**src/rtl/alu_seq_ctrl_pkg.sv**
```systemverilog
// rtl/alu_seq_ctrl_pkg.sv - shared state encodings and ALU opcodes for the operator sequencer
package alu_seq_ctrl_pkg;

  typedef enum logic [1:0] {
    S_IDLE   = 2'd0,
    S_WAIT_B = 2'd1,
    S_EXEC   = 2'd2,
    S_SHOW   = 2'd3
  } seq_state_e;

  // Opcode map shared with the calculate ALU
  typedef enum logic [2:0] {
    ALU_ADD = 3'd0,
    ALU_SUB = 3'd1,
    ALU_AND = 3'd2,
    ALU_OR  = 3'd3,
    ALU_XOR = 3'd4,
    ALU_SHL = 3'd5,
    ALU_SHR = 3'd6,
    ALU_MUL = 3'd7
  } alu_op_e;

  localparam int unsigned OPERAND_W = 8;
  localparam int unsigned RESULT_W  = 32;

  function automatic logic [RESULT_W-1:0] zext_operand(input logic [OPERAND_W-1:0] v);
    return {{(RESULT_W - OPERAND_W){1'b0}}, v};
  endfunction

endpackage

```
**src/rtl/alu_seq_ctrl_btn_debounce.sv**
```systemverilog
// rtl/alu_seq_ctrl_btn_debounce.sv - pushbutton synchroniser, debouncer and press-pulse generator
module btn_debounce
  import alu_seq_ctrl_pkg::*;
#(
  parameter logic [19:0] DEBOUNCE_CYCLES = 20'd1000000
) (
  input  logic clk,
  input  logic rst,
  input  logic btn_raw,
  output logic btn_level,
  output logic btn_pulse
);

  localparam int CNT_W = $clog2(32'(DEBOUNCE_CYCLES) + 32'd1);
  localparam logic [CNT_W-1:0] CNT_LAST = CNT_W'(DEBOUNCE_CYCLES - 20'd1);

  logic             sync1_q;
  logic             sync2_q;
  logic             level_q;
  logic             pulse_q;
  logic [CNT_W-1:0] cnt_q;

  // Counter only advances while the synchronised input disagrees with the
  // accepted level; any agreeing sample restarts the stability window.
  always_ff @(posedge clk or negedge rst) begin
    if (!rst) begin
      sync1_q <= 1'b0;
      sync2_q <= 1'b0;
      level_q <= 1'b0;
      pulse_q <= 1'b0;
      cnt_q   <= '0;
    end else begin
      sync1_q <= btn_raw;
      sync2_q <= sync1_q;
      pulse_q <= 1'b0;
      if (sync2_q != level_q) begin
        if (cnt_q == CNT_LAST) begin
          level_q <= sync2_q;
          pulse_q <= sync2_q;
          cnt_q   <= '0;
        end else begin
          cnt_q <= cnt_q + CNT_W'(1);
        end
      end else begin
        cnt_q <= '0;
      end
    end
  end

  assign btn_level = level_q;
  assign btn_pulse = pulse_q;

endmodule

```
**src/rtl/alu_seq_ctrl.sv**
```systemverilog
// rtl/alu_seq_ctrl.sv - operator sequencer: collects operands, drives the ALU, captures its result
module alu_seq_ctrl
  import alu_seq_ctrl_pkg::*;
#(
  parameter logic [19:0] DEBOUNCE_CYCLES = 20'd1000000,
  parameter int unsigned EXEC_CYCLES     = 4
) (
  input  logic        clk,
  input  logic        rst,
  input  logic        btn_next,
  input  logic        btn_clr,
  input  logic [7:0]  sw_num,
  input  logic [2:0]  sw_op,
  input  logic [31:0] alu_result,
  output logic [7:0]  alu_a,
  output logic [7:0]  alu_b,
  output logic [2:0]  alu_op,
  output logic [31:0] disp_value,
  output logic        busy,
  output logic        done,
  output logic [1:0]  state_code
);

  localparam int EXEC_W = $clog2(EXEC_CYCLES + 32'd1);
  localparam logic [EXEC_W-1:0] EXEC_LAST = EXEC_W'(EXEC_CYCLES - 32'd1);

  logic next_p;
  logic clr_p;
  logic next_level_unused;
  logic clr_level_unused;

  seq_state_e         state_q;
  logic [EXEC_W-1:0]  exec_cnt_q;
  logic [7:0]         alu_a_q;
  logic [7:0]         alu_b_q;
  logic [2:0]         alu_op_q;
  logic [31:0]        disp_q;
  logic               busy_q;
  logic               done_q;

  btn_debounce #(
    .DEBOUNCE_CYCLES(DEBOUNCE_CYCLES)
  ) u_db_next (
    .clk      (clk),
    .rst      (rst),
    .btn_raw  (btn_next),
    .btn_level(next_level_unused),
    .btn_pulse(next_p)
  );

  btn_debounce #(
    .DEBOUNCE_CYCLES(DEBOUNCE_CYCLES)
  ) u_db_clr (
    .clk      (clk),
    .rst      (rst),
    .btn_raw  (btn_clr),
    .btn_level(clr_level_unused),
    .btn_pulse(clr_p)
  );

  // Clear is checked ahead of the state case so it overrides a same-cycle next.
  always_ff @(posedge clk or negedge rst) begin
    if (!rst) begin
      state_q    <= S_IDLE;
      exec_cnt_q <= '0;
      alu_a_q    <= '0;
      alu_b_q    <= '0;
      alu_op_q   <= '0;
      disp_q     <= '0;
      busy_q     <= 1'b0;
      done_q     <= 1'b0;
    end else begin
      done_q <= 1'b0;
      if (clr_p) begin
        state_q    <= S_IDLE;
        exec_cnt_q <= '0;
        alu_a_q    <= '0;
        alu_b_q    <= '0;
        alu_op_q   <= '0;
        disp_q     <= '0;
        busy_q     <= 1'b0;
      end else begin
        case (state_q)
          S_IDLE, S_SHOW: begin
            if (next_p) begin
              alu_a_q <= sw_num;
              disp_q  <= zext_operand(sw_num);
              state_q <= S_WAIT_B;
            end
          end
          S_WAIT_B: begin
            if (next_p) begin
              alu_b_q    <= sw_num;
              alu_op_q   <= sw_op;
              busy_q     <= 1'b1;
              exec_cnt_q <= '0;
              state_q    <= S_EXEC;
            end
          end
          S_EXEC: begin
            // Operands stay frozen here; a next press is simply not looked at.
            if (exec_cnt_q == EXEC_LAST) begin
              disp_q     <= alu_result;
              done_q     <= 1'b1;
              busy_q     <= 1'b0;
              exec_cnt_q <= '0;
              state_q    <= S_SHOW;
            end else begin
              exec_cnt_q <= exec_cnt_q + EXEC_W'(1);
            end
          end
          default: state_q <= S_IDLE;
        endcase
      end
    end
  end

  assign alu_a      = alu_a_q;
  assign alu_b      = alu_b_q;
  assign alu_op     = alu_op_q;
  assign disp_value = disp_q;
  assign busy       = busy_q;
  assign done       = done_q;
  assign state_code = state_q;

endmodule

```
**config.mk**
```make
export PLATFORM = sky130hd
export DESIGN_NAME = alu_seq_ctrl
export DESIGN_NICKNAME = d
export VERILOG_FILES = /design/src/rtl/alu_seq_ctrl_pkg.sv /design/src/rtl/alu_seq_ctrl_btn_debounce.sv /design/src/rtl/alu_seq_ctrl.sv
export SDC_FILE = /design/constraint.sdc
export NUM_CORES = 1
export LEC_CHECK = 0
export ABC_AREA = 1
export CORE_MARGIN = 2
export CORE_UTILIZATION = 45
export DETAILED_ROUTE_END_ITERATION = 6
export GPL_ROUTABILITY_DRIVEN = 0
export GPL_TIMING_DRIVEN = 0
export PLACE_DENSITY = 0.77
export SLEW_MARGIN = 10
export SYNTH_ARGS = -nofsm -noshare
export SYNTH_HDL_FRONTEND = slang
export SYNTH_SLANG_ARGS = --single-unit
```
**constraint.sdc**
```tcl
create_clock -name clk -period 2.2 [get_ports clk]
set_clock_uncertainty 0.05 [all_clocks]
set_input_delay 0.44 -clock clk [delete_from_list [all_inputs] [get_ports clk]]
set_output_delay 0.44 -clock clk [all_outputs]
set_load 0.02 [all_outputs]
```
# Yosys cells after proc, flatten, opt, wreduce, memory -nomap -nowiden
# Cells that the tools add are included.
# word_totals
mem_count	0
mem_bits_rw	0
rom_bits	0
latchBits	0
regBits	106
# classes
shift	0
div_mod_pow	0
bitwise	0
magnitude_cmp	0
mul	0
n_reduce_logical	15
add_sub_neg	3
n_mux	36
n_eq_ne	11
# ops
cell	count
32-bit two-way mux	3
20-bit two-way mux	4
32-bit case mux with 2 select lines	1
20-bit by 1-bit adder with 20-bit output (second input constant)	2
20-bit == test (second input constant)	2
8-bit two-way mux	5
3-bit two-way mux	6
1-bit two-way mux	10
2-bit AND reduction	5
3-bit AND reduction	3
2-bit two-way mux	4
3-bit by 1-bit != test with 1-bit output (second input constant)	2
2-bit case mux with 3 select lines	1
3-bit case mux with 2 select lines	1
2-bit nonzero test	3
3-bit nonzero test	2
2-bit == test (second input constant)	2
3-bit by 1-bit adder with 3-bit output (second input constant)	1
3-bit by 2-bit == test with 1-bit output (second input constant)	1
3-bit by 2-bit != test with 1-bit output (second input constant)	1
2-bit by 1-bit == test with 1-bit output (second input constant)	1
2-bit zero test	1
1-bit != test	2
1-bit case mux with 2 select lines	1
2-bit OR reduction	1

# Depth between registers and ports, before layout
# Gate-level depths: netlist (run 1).
# depth
word_depth	4
depth_mapped	10
mapped_depth_nobuf	9

# Cells and area by module
# Synthesis (run 1) repeated with hierarchy kept, for this count alone.
# hier_totals
cells_unflattened	670
area_unflattened_um2	5439.0
# modules_own_cells
mod	seq_area_each_um2	area_each_um2	n_inst	cells_each
alu_seq_ctrl	1451.4	2803.9	1	344
btn_debounce	600.6	1317.5	2	163

# Worst setup path after synthesis (run 1)
# Ideal clock, no wire load.
# synth_path
path_kind	register to register
from	reg state_q[0], in the netlist state_code[0]
to	reg alu_a_q[0], in the netlist alu_a[0]
path_stages_with_launch	7
path_slack_ps	418
period_less_slack_ps	1782
arrival_ps	1636
setup_time_ps	95
path_buffers	1
path_cell_list	dfrtp_1 inv_1 ha_1 a21oi_1 clkbuf_1 nand2_1 o31ai_1
# synth_via
elab_chain_len	4
# synth_rtl
item	line	rtl
from (decl)	alu_seq_ctrl.sv:32	seq_state_e state_q;
from (signal assigned)	alu_seq_ctrl.sv:64	state_q <= S_IDLE;
from (signal assigned)	alu_seq_ctrl.sv:75	state_q <= S_IDLE;
from (signal assigned)	alu_seq_ctrl.sv:88	state_q <= S_WAIT_B;
2-bit == test or 2-bit zero test (tied branches)	alu_seq_ctrl.sv:83	case (state_q)
2-bit OR reduction *	alu_seq_ctrl.sv:83	
2-bit nonzero test (no line) *	--	
2-bit AND reduction (no line) *	--	
to (signal assigned)	alu_seq_ctrl.sv:86	alu_a_q <= sw_num;
to (decl)	alu_seq_ctrl.sv:34	logic [7:0] alu_a_q;
# Every way passes the cells marked *; elsewhere a longest branch is shown, timed or not.
# A chain may end at the register's enable or synchronous reset.

# Worst setup path in the final report (run 1)
# layout_path
from	reg state_q[0], in the netlist state_code[0]
to	reg alu_a_q[7], in the netlist alu_a[7]
# The elaborated chain is that of the path after synthesis.

==> impl_metrics.env, run 1 <==
export IMPL_setup_viol=0
export IMPL_drc=0
export IMPL_ys_types=27
export IMPL_slew_headroom_pct=60.2
export IMPL_r2r_end="alu_a[7]"
export IMPL_fmax_mhz=490
export IMPL_start_kind="flip-flop"
export IMPL_die_y_microns=110
export IMPL_grt_busiest_layer="met2"
export IMPL_whs_path_depth=0
export IMPL_cp_end_kind="flip-flop"
export IMPL_cts_sinks=106
export IMPL_finalHoldViolCount=0
export IMPL_drt_total_wl_mm=11.9
export IMPL_worstReg2RegStart="state_code[0]"
export IMPL_rsz0062_at_grt="no"
export IMPL_drt_initial_drc_count=297
export IMPL_grt_use_met1_pct=26.7
export IMPL_power_w=0.00340
export IMPL_grt_remaining_overflow=0
export IMPL_dpl_cell_area_sq_um=6230
export IMPL_wl_per_cell_microns=13.6
export IMPL_n_antenna_cell=0
export IMPL_core_area_sq_um=10800
export IMPL_final_util_pct=59.5
export IMPL_ir_drop_v=0.000322
export IMPL_drive_gt1_share_pct=4.10
export IMPL_firstDrtPassIters=5
export IMPL_grt_max_degree=74
export IMPL_post_route_min_period_ns=2.04
export IMPL_synth_compound_area_share_pct=9.40
export IMPL_worstPathRequired_ns=2.44
export IMPL_clk_latency_ns=0.38
export IMPL_rrSetupSlack_ns=0.16
export IMPL_synth_area_mux_share_pct=0
export IMPL_maxSlewViolCount=0
export IMPL_initial_core_util_pct=46.3
export IMPL_holdWs_ns=0.308
export IMPL_gr_usage_met3_pct=3.44
export IMPL_yosys_area_share_simple_pct=24.8
export IMPL_cts_tree="done"
export IMPL_synthCells=613
export IMPL_cts_root_buf="clkbuf_8"
export IMPL_grt_use_met2_pct=34.7
export IMPL_syn_to_final_growth_pct=28.6
export IMPL_powerDensity_nw_per_um2=527
export IMPL_rows=38
export IMPL_ios=102
export IMPL_cp_num_buf_inv=2
export IMPL_synthesis_nets=666
export IMPL_via_count=4519
export IMPL_worstRegToRegCells=6
export IMPL_slowest_delay_ns=0.49
export IMPL_post_cts_buffers=0
export IMPL_p_leak_nw=2.98
export IMPL_synthAdderAreaFrac_pct=1.50
export IMPL_status="completed"
export IMPL_fp_dieArea_sq_um=12000
export IMPL_antenna_found_initial=0
export IMPL_dp_hpwl_mm=8.74
export IMPL_die_w_microns=110
export IMPL_cts_htree_levels=3
export IMPL_yosysWarnings=0
export IMPL_worstSetupPathType="reg -> reg"
export IMPL_syn_cell_area_sq_um=5020
export IMPL_ys_ff_latch=106
export IMPL_hold_path_startpoint="u_db_clr.sync1_q"
export IMPL_synth_top_family_by_area="simple AND/OR/NAND/NOR gates"
export IMPL_cts_buffer_depth=2
export IMPL_arrival_ns=2.28
export IMPL_worst_path_max_fanout=10
export IMPL_vias_per_cell=5.18
export IMPL_io_buffers=101
export IMPL_syn_area_per_cell_sq_um=8.18
export IMPL_ctsResizeCount=0
export IMPL_grt_pass1_wl_mm=19.7
export IMPL_cts_made_buffers=9
export IMPL_worstMarginPinSlew_ns=0.597
export IMPL_clkTransAtPathRegs_ns=0.11
export IMPL_crit_family="compound AO/OA/AOI/OAI gates"
export IMPL_final_cell_area_sq_um=6450
export IMPL_cp_depth=6
export IMPL_fin_nets=780
export IMPL_hp_class="reg -> reg"
export IMPL_synth_xor_area_share_pct=3.67
export IMPL_cap_viol_max_count=0
export IMPL_track_usage_pct=20.5
export IMPL_path_cells="inv_1 -> ha_1 -> a21oi_1 -> clkbuf_1 -> nand2_1 -> o31ai_1"
export IMPL_fin_tns_setup_ns=0
export IMPL_grt_pass1_vias=4315
export IMPL_min_to="u_db_clr.sync2_q"
export IMPL_ant_nets=0
export IMPL_critPathSlowestCell="a21oi_1"
export IMPL_synth_seq_area_share_pct=52.9
export IMPL_final_period_utilization_pct=92.8
## where the power goes
group	switching [W]	leakage [nW]	internal (W)	total (W)
Clock	0.000708	0.107	0.000548	0.00126
Sequential	0.00000859	1.20	0.00196	0.00197
Combinational	0.0000843	1.67	0.0000926	0.000177
## through the flow
| stage | std cells | worst slack (ns) |
|---|---|---|
| global route | 872 | 0.0243 |
| CTS | 872 | 0.168 |
| finish | 872 | 0.158 |
| floorplan | 613 | 0.418 |
| global placement | 854 | -3.23 |
| detailed placement | 855 | 0.245 |
## cell usage after synthesis
master	number	share of area, %
xnor2_1	10	1.7
dfrtp_1	106	53
o31ai_1	17	2.5
and3_1	1	0.12
nand4_1	12	1.5
inv_1	82	6.1
and2_1	1	0.12
o21a_1	1	0.15
nor2_2	1	0.12
nand3_1	60	6.0
nor2_1	106	7.9
clkinv_1	1	0.075
a21oi_4	1	0.32
nor3_1	5	0.50
inv_2	1	0.075
a21oi_1	9	0.90
o21ai_0	51	5.1
xor2_1	11	1.9
or2_2	1	0.12
nand2_2	1	0.12
buf_2	4	0.40
ha_1	6	1.5
clkbuf_1	9	0.67
o21bai_1	2	0.30
o21ai_1	1	0.10
nand2_1	110	8.2
buf_4	3	0.45
## repair_timing
item	4_1_cts	5_1_grt
hold buffers	1	0
hold endpoints to repair	33	0
endpoints found under the setup margin	0	0
## worst max-delay path by stage
stage,start,endpoint,slack [ns]
floorplan,state_code[0],alu_a[0],0.42
global placement,rst,u_db_clr.cnt_q[14],-3.23
detailed placement,state_code[0],alu_a[7],0.25
CTS,state_code[0],alu_a[7],0.17
global route,state_code[0],alu_a[7],0.02
finish,state_code[0],alu_a[7],0.16
## layout by cell type, fill, tap and decap left out, types with 2 or more instances in the layout
| cell type | n |
|---|---|
| a21oi_1 | 9 |
| buf_2 | 4 |
| buf_4 | 3 |
| clkbuf_1 | 9 |
| clkbuf_8 | 9 |
| clkdlybuf4s50_1 | 100 |
| dfrtp_1 | 106 |
| ha_1 | 6 |
| inv_1 | 82 |
| inv_6 | 3 |
| nand2_1 | 110 |
| nand3_1 | 60 |
| nand4_1 | 12 |
| nor2_1 | 106 |
| nor3_1 | 5 |
| o21ai_0 | 51 |
| o21bai_1 | 2 |
| o31ai_1 | 17 |
| xnor2_1 | 10 |
| xor2_1 | 11 |
## kinds of logic after synthesis
kind of cell             count (synthesis)
AND/OR/NAND/NOR                        298
XOR/XNOR                                21
adder cells (fa/ha/maj)                  6
AO/OA/AOI/OAI                           82
buffers and inverters                  100
flip-flops                             106
## layout make-up
type	count	area, sq um
plain buffers	16	76.3
clock buffers	9	124
clock inverters	7	86.3
fillers	913	4390
inverters	84	315
multi-input cells	407	1970
flip-flops and latches	106	2650
well taps	140	175
repair buffers	103	1050
## state kept, by name (all words and copies together), names as in the netlist
signal	flops
disp_value	32
u_db_clr.cnt_q	20
u_db_next.cnt_q	20
alu_a	8
alu_b	8
alu_op	3
exec_cnt_q	3
state_code	2
busy	1
done	1
u_db_clr.btn_level	1
u_db_clr.btn_pulse	1
u_db_clr.sync1_q	1
u_db_clr.sync2_q	1
u_db_next.btn_level	1
u_db_next.btn_pulse	1
u_db_next.sync1_q	1
u_db_next.sync2_q	1
## routing by layer
layer | vias up | wire, microns
li1 | 2187 | -
met1 | 2156 | 5130
met2 | 156 | 5740
met3 | 20 | 826
met4 | 0 | 181
met5 | - | 0
## worst reg2reg max path: cells and delay by family, from the launching register on
kind / cells / cell delay [ns]
AOI/OAI and AO/OA: 2 / 0.59
buffers and inverters: 2 / 0.45
DFF: 1 / 0.44
adders and majority gates: 1 / 0.31
and+or+nand+nor: 1 / 0.12
Power figures use the tool's default switching activity.
==> run 2, diff against run 1 <==
- CAP_MARGIN: unset -> 30
==> results of run 2 <==
Same layout as run 1: the final DEF is identical, and so are final timing and power.
==> RTL change: new RTL, flow settings as in run 2 <==
Add an input register stage for `btn_next`, `btn_clr`, `sw_num`, `sw_op` and `alu_result`, with the module's reset; this delays them by one clock.
--- a/src/rtl/alu_seq_ctrl.sv
+++ b/src/rtl/alu_seq_ctrl.sv
@@ -24,6 +24,28 @@
   localparam int EXEC_W = $clog2(EXEC_CYCLES + 32'd1);
   localparam logic [EXEC_W-1:0] EXEC_LAST = EXEC_W'(EXEC_CYCLES - 32'd1);
 
+  logic btn_next_q;
+  logic btn_clr_q;
+  logic [7:0] sw_num_q;
+  logic [2:0] sw_op_q;
+  logic [31:0] alu_result_q;
+
+  always_ff @(posedge clk or negedge rst) begin
+    if (!rst) begin
+      btn_next_q   <= '0;
+      btn_clr_q    <= '0;
+      sw_num_q     <= '0;
+      sw_op_q      <= '0;
+      alu_result_q <= '0;
+    end else begin
+      btn_next_q   <= btn_next;
+      btn_clr_q    <= btn_clr;
+      sw_num_q     <= sw_num;
+      sw_op_q      <= sw_op;
+      alu_result_q <= alu_result;
+    end
+  end
+
   logic next_p;
   logic clr_p;
   logic next_level_unused;
@@ -43,7 +65,7 @@
   ) u_db_next (
     .clk      (clk),
     .rst      (rst),
-    .btn_raw  (btn_next),
+    .btn_raw  (btn_next_q),
     .btn_level(next_level_unused),
     .btn_pulse(next_p)
   );
@@ -53,7 +75,7 @@
   ) u_db_clr (
     .clk      (clk),
     .rst      (rst),
-    .btn_raw  (btn_clr),
+    .btn_raw  (btn_clr_q),
     .btn_level(clr_level_unused),
     .btn_pulse(clr_p)
   );
@@ -83,15 +105,15 @@
         case (state_q)
           S_IDLE, S_SHOW: begin
             if (next_p) begin
-              alu_a_q <= sw_num;
-              disp_q  <= zext_operand(sw_num);
+              alu_a_q <= sw_num_q;
+              disp_q  <= zext_operand(sw_num_q);
               state_q <= S_WAIT_B;
             end
           end
           S_WAIT_B: begin
             if (next_p) begin
-              alu_b_q    <= sw_num;
-              alu_op_q   <= sw_op;
+              alu_b_q    <= sw_num_q;
+              alu_op_q   <= sw_op_q;
               busy_q     <= 1'b1;
               exec_cnt_q <= '0;
               state_q    <= S_EXEC;
@@ -100,7 +122,7 @@
           S_EXEC: begin
             // Operands stay frozen here; a next press is simply not looked at.
             if (exec_cnt_q == EXEC_LAST) begin
-              disp_q     <= alu_result;
+              disp_q     <= alu_result_q;
               done_q     <= 1'b1;
               busy_q     <= 1'b0;
               exec_cnt_q <= '0;
Function: no difference found for any inputs over 10 cycles, from zero or initial values and one cycle with rst low; that may be too few to reach the edited logic, so the function may still have changed.
==> RTL change against run 2 <==
Worst hold slack worse by 9.5 ps; sequential cell count increased by 45; cell count rose by 11%; worst setup slack better by 62 ps; fmax increased by 3.1%; utilization rose by 1.7 points; area after synthesis up 23%; die area up 22%; wire length up 18%; count of clock-buffer cells in the layout grew 11; cell area rose by 26%; total power increased by 86%; combinational power is 11% higher.
==> RTL change: results (changes against run 2) <==
run_status:
  outcome: "finished, final reports clean"  # unchanged
global_routing:
  antenna_found_initial: 0  # unchanged
  grt_pass1_vias: 4874  # was 4315
  grt_pass1_wl_mm: 23.5  # was 19.7 mm
  track_usage_pct: 20.8  # was 20.5%
  grt_max_degree: 92  # was 74
place:
  port_buffers: 101  # unchanged
  dp_hpwl_mm: 9.71  # was 8.74 mm
  post-place-ws_ps: 166  # was 245 ps
  placed_cell_area_mm2: 0.00742  # was 0.00623 mm²
  dp.cells: 936  # was 855
logic_synthesis:
  synth_xor_area_share_pct: 2.99  # was 3.67%
  yosys_warnings: 0  # unchanged
  muxShareOfSynthArea_pct: 1.46  # was 0%
  synth_nets: 711  # was 666
  synth_cell_types: 30  # was 27
  synthTopCellsByArea: "dfrtp_1 61%, nand2_1 6.9%, nor2_1 6.5%, nand3_1 5.0%, inv_1 4.9%"  # was dfrtp_1 53%, nand2_1 8.2%, nor2_1 7.9%, inv_1 6.1%, nand3_1 6.0%
  synth_common_cells: "151 x dfrtp_1, 113 x nand2_1, 107 x nor2_1, 81 x inv_1, 62 x nand3_1"  # was 110 x nand2_1, 106 x dfrtp_1, 106 x nor2_1, 82 x inv_1, 60 x nand3_1
  synth-compound-area-share_pct: 5.73  # was 9.40%
  synth_flop_cell: "dfrtp_1"  # unchanged
  async_reset_ff_share_pct: 100  # unchanged
  synth_area_per_cell_um2: 9.35  # was 8.18 µm²
  synth_adder_area_share_pct: 1.22  # was 1.50%
  synth-seq-area-share_pct: 61.4  # was 52.9%
detailed_routing:
  drt_wl_total_mm: 14.0  # was 11.9 mm
  first_iter_violations: 362  # was 297
  viasPerCell: 4.98  # was 5.18
  detail_route.first_pass.iterations: 5  # unchanged
worst_hold_path:
  holdCritPathClass: "register to register"  # unchanged
power_and_ir_drop:
  ir_drop_uv: 474  # was 322 µV
  power_leakage_nw: 3.62  # was 2.98 nW
clocking:
  numCtsBuffers: 17  # was 9
  cts-root-buf: "clkbuf_16"  # was clkbuf_8
  worstSkewPairLatency_ps: 420  # was 380 ps
  htreeDepth: 4  # was 3
  clk_pin_slew_worst_paths_ps: 60  # was 110 ps
worst_setup_path:
  r2r_cells: 10  # was 6
  path_max_fanout: 10  # unchanged
  cp_data_arrival_time_ps: 2270
layout:
  drive_gt1_share_pct: 7.04  # was 4.10%
  finalNonFillerCells: 971  # was 872
  diodes: 0  # unchanged
  layout.nets: 835  # was 780
timing:
  final_max_slew_viol_count: 0  # unchanged
  worstMarginPinSlew_ps: 516  # was 597 ps
[RTL change: cell count changes after synthesis, sizes merged, moves of 2 or more]
cell / change
nor3: +3
o31ai: -17
buf: -3
nand3: +2
mux2: +8
dfrtp: +45
xor2: +2
nand2: +2
xnor2: -2
o21ai: +2
[RTL change: logic make-up after synthesis]
logic type | count (synthesis)
fa+ha+maj | 6
xor+xnor | 21
mux | 8
simple gates | 309
flops | 151
buf+inv | 97
compound gates | 66
[RTL change: path summary, 6_finish.rpt]
check,from,to,slack (ps)
max reg2reg,state_code[0],disp_value[8],220
min,u_db_next.sync1_q,u_db_next.sync2_q,300
max in group asynchronous,rst,u_db_clr.cnt_q[9],800
max,state_code[0],disp_value[8],220
min reg2reg,u_db_next.sync1_q,u_db_next.sync2_q,300
min in group asynchronous,rst,disp_value[18],490
[RTL change: timing repair]
action,4_1_cts,5_1_grt
buffers inserted,0,2
resized for setup,0,3
hold buffers,1,0
endpoints found under the hold margin,60,0
endpoints found under the setup margin,0,14
[RTL change: layer usage]
metal  up-vias  wire (µm)  GRT usage, %
met1      2295       6210          27.2
li1       2339          -             -
met2       177       6540          32.9
met5         -          0             0
met3        25        897          5.69
met4         0        393          8.28
[RTL change: power by group]
group	internal, mW	leakage [nW]	switching (mW)	total (mW)
clock	2.19	0.330	1.10	3.29
combinational	0.0940	1.30	0.103	0.197
sequential	2.83	1.99	0.0223	2.85
total	5.11	3.62	1.23	6.34
[RTL change: final cells by class]
cell class | count | area (µm²)
Fill cell | 1063 | 5160
Clock buffer | 20 | 457
Buffer | 13 | 62.6
Timing Repair Buffer | 105 | 1080
Tap cell | 176 | 220
Inverter | 84 | 315
Multi-Input combinational cell | 410 | 2000
Clock inverter | 12 | 220
Sequential cell | 151 | 3780
[RTL change: critical path: stages, from the launching register on]
cell,delay (ps)
dfrtp_1,420
inv_1,100
ha_1,160
inv_1,70
nor2_4,200
nand2_1,130
nand2_1,160
a21oi_4,50
buf_12,140
clkbuf_2,200
o21ai_0,200
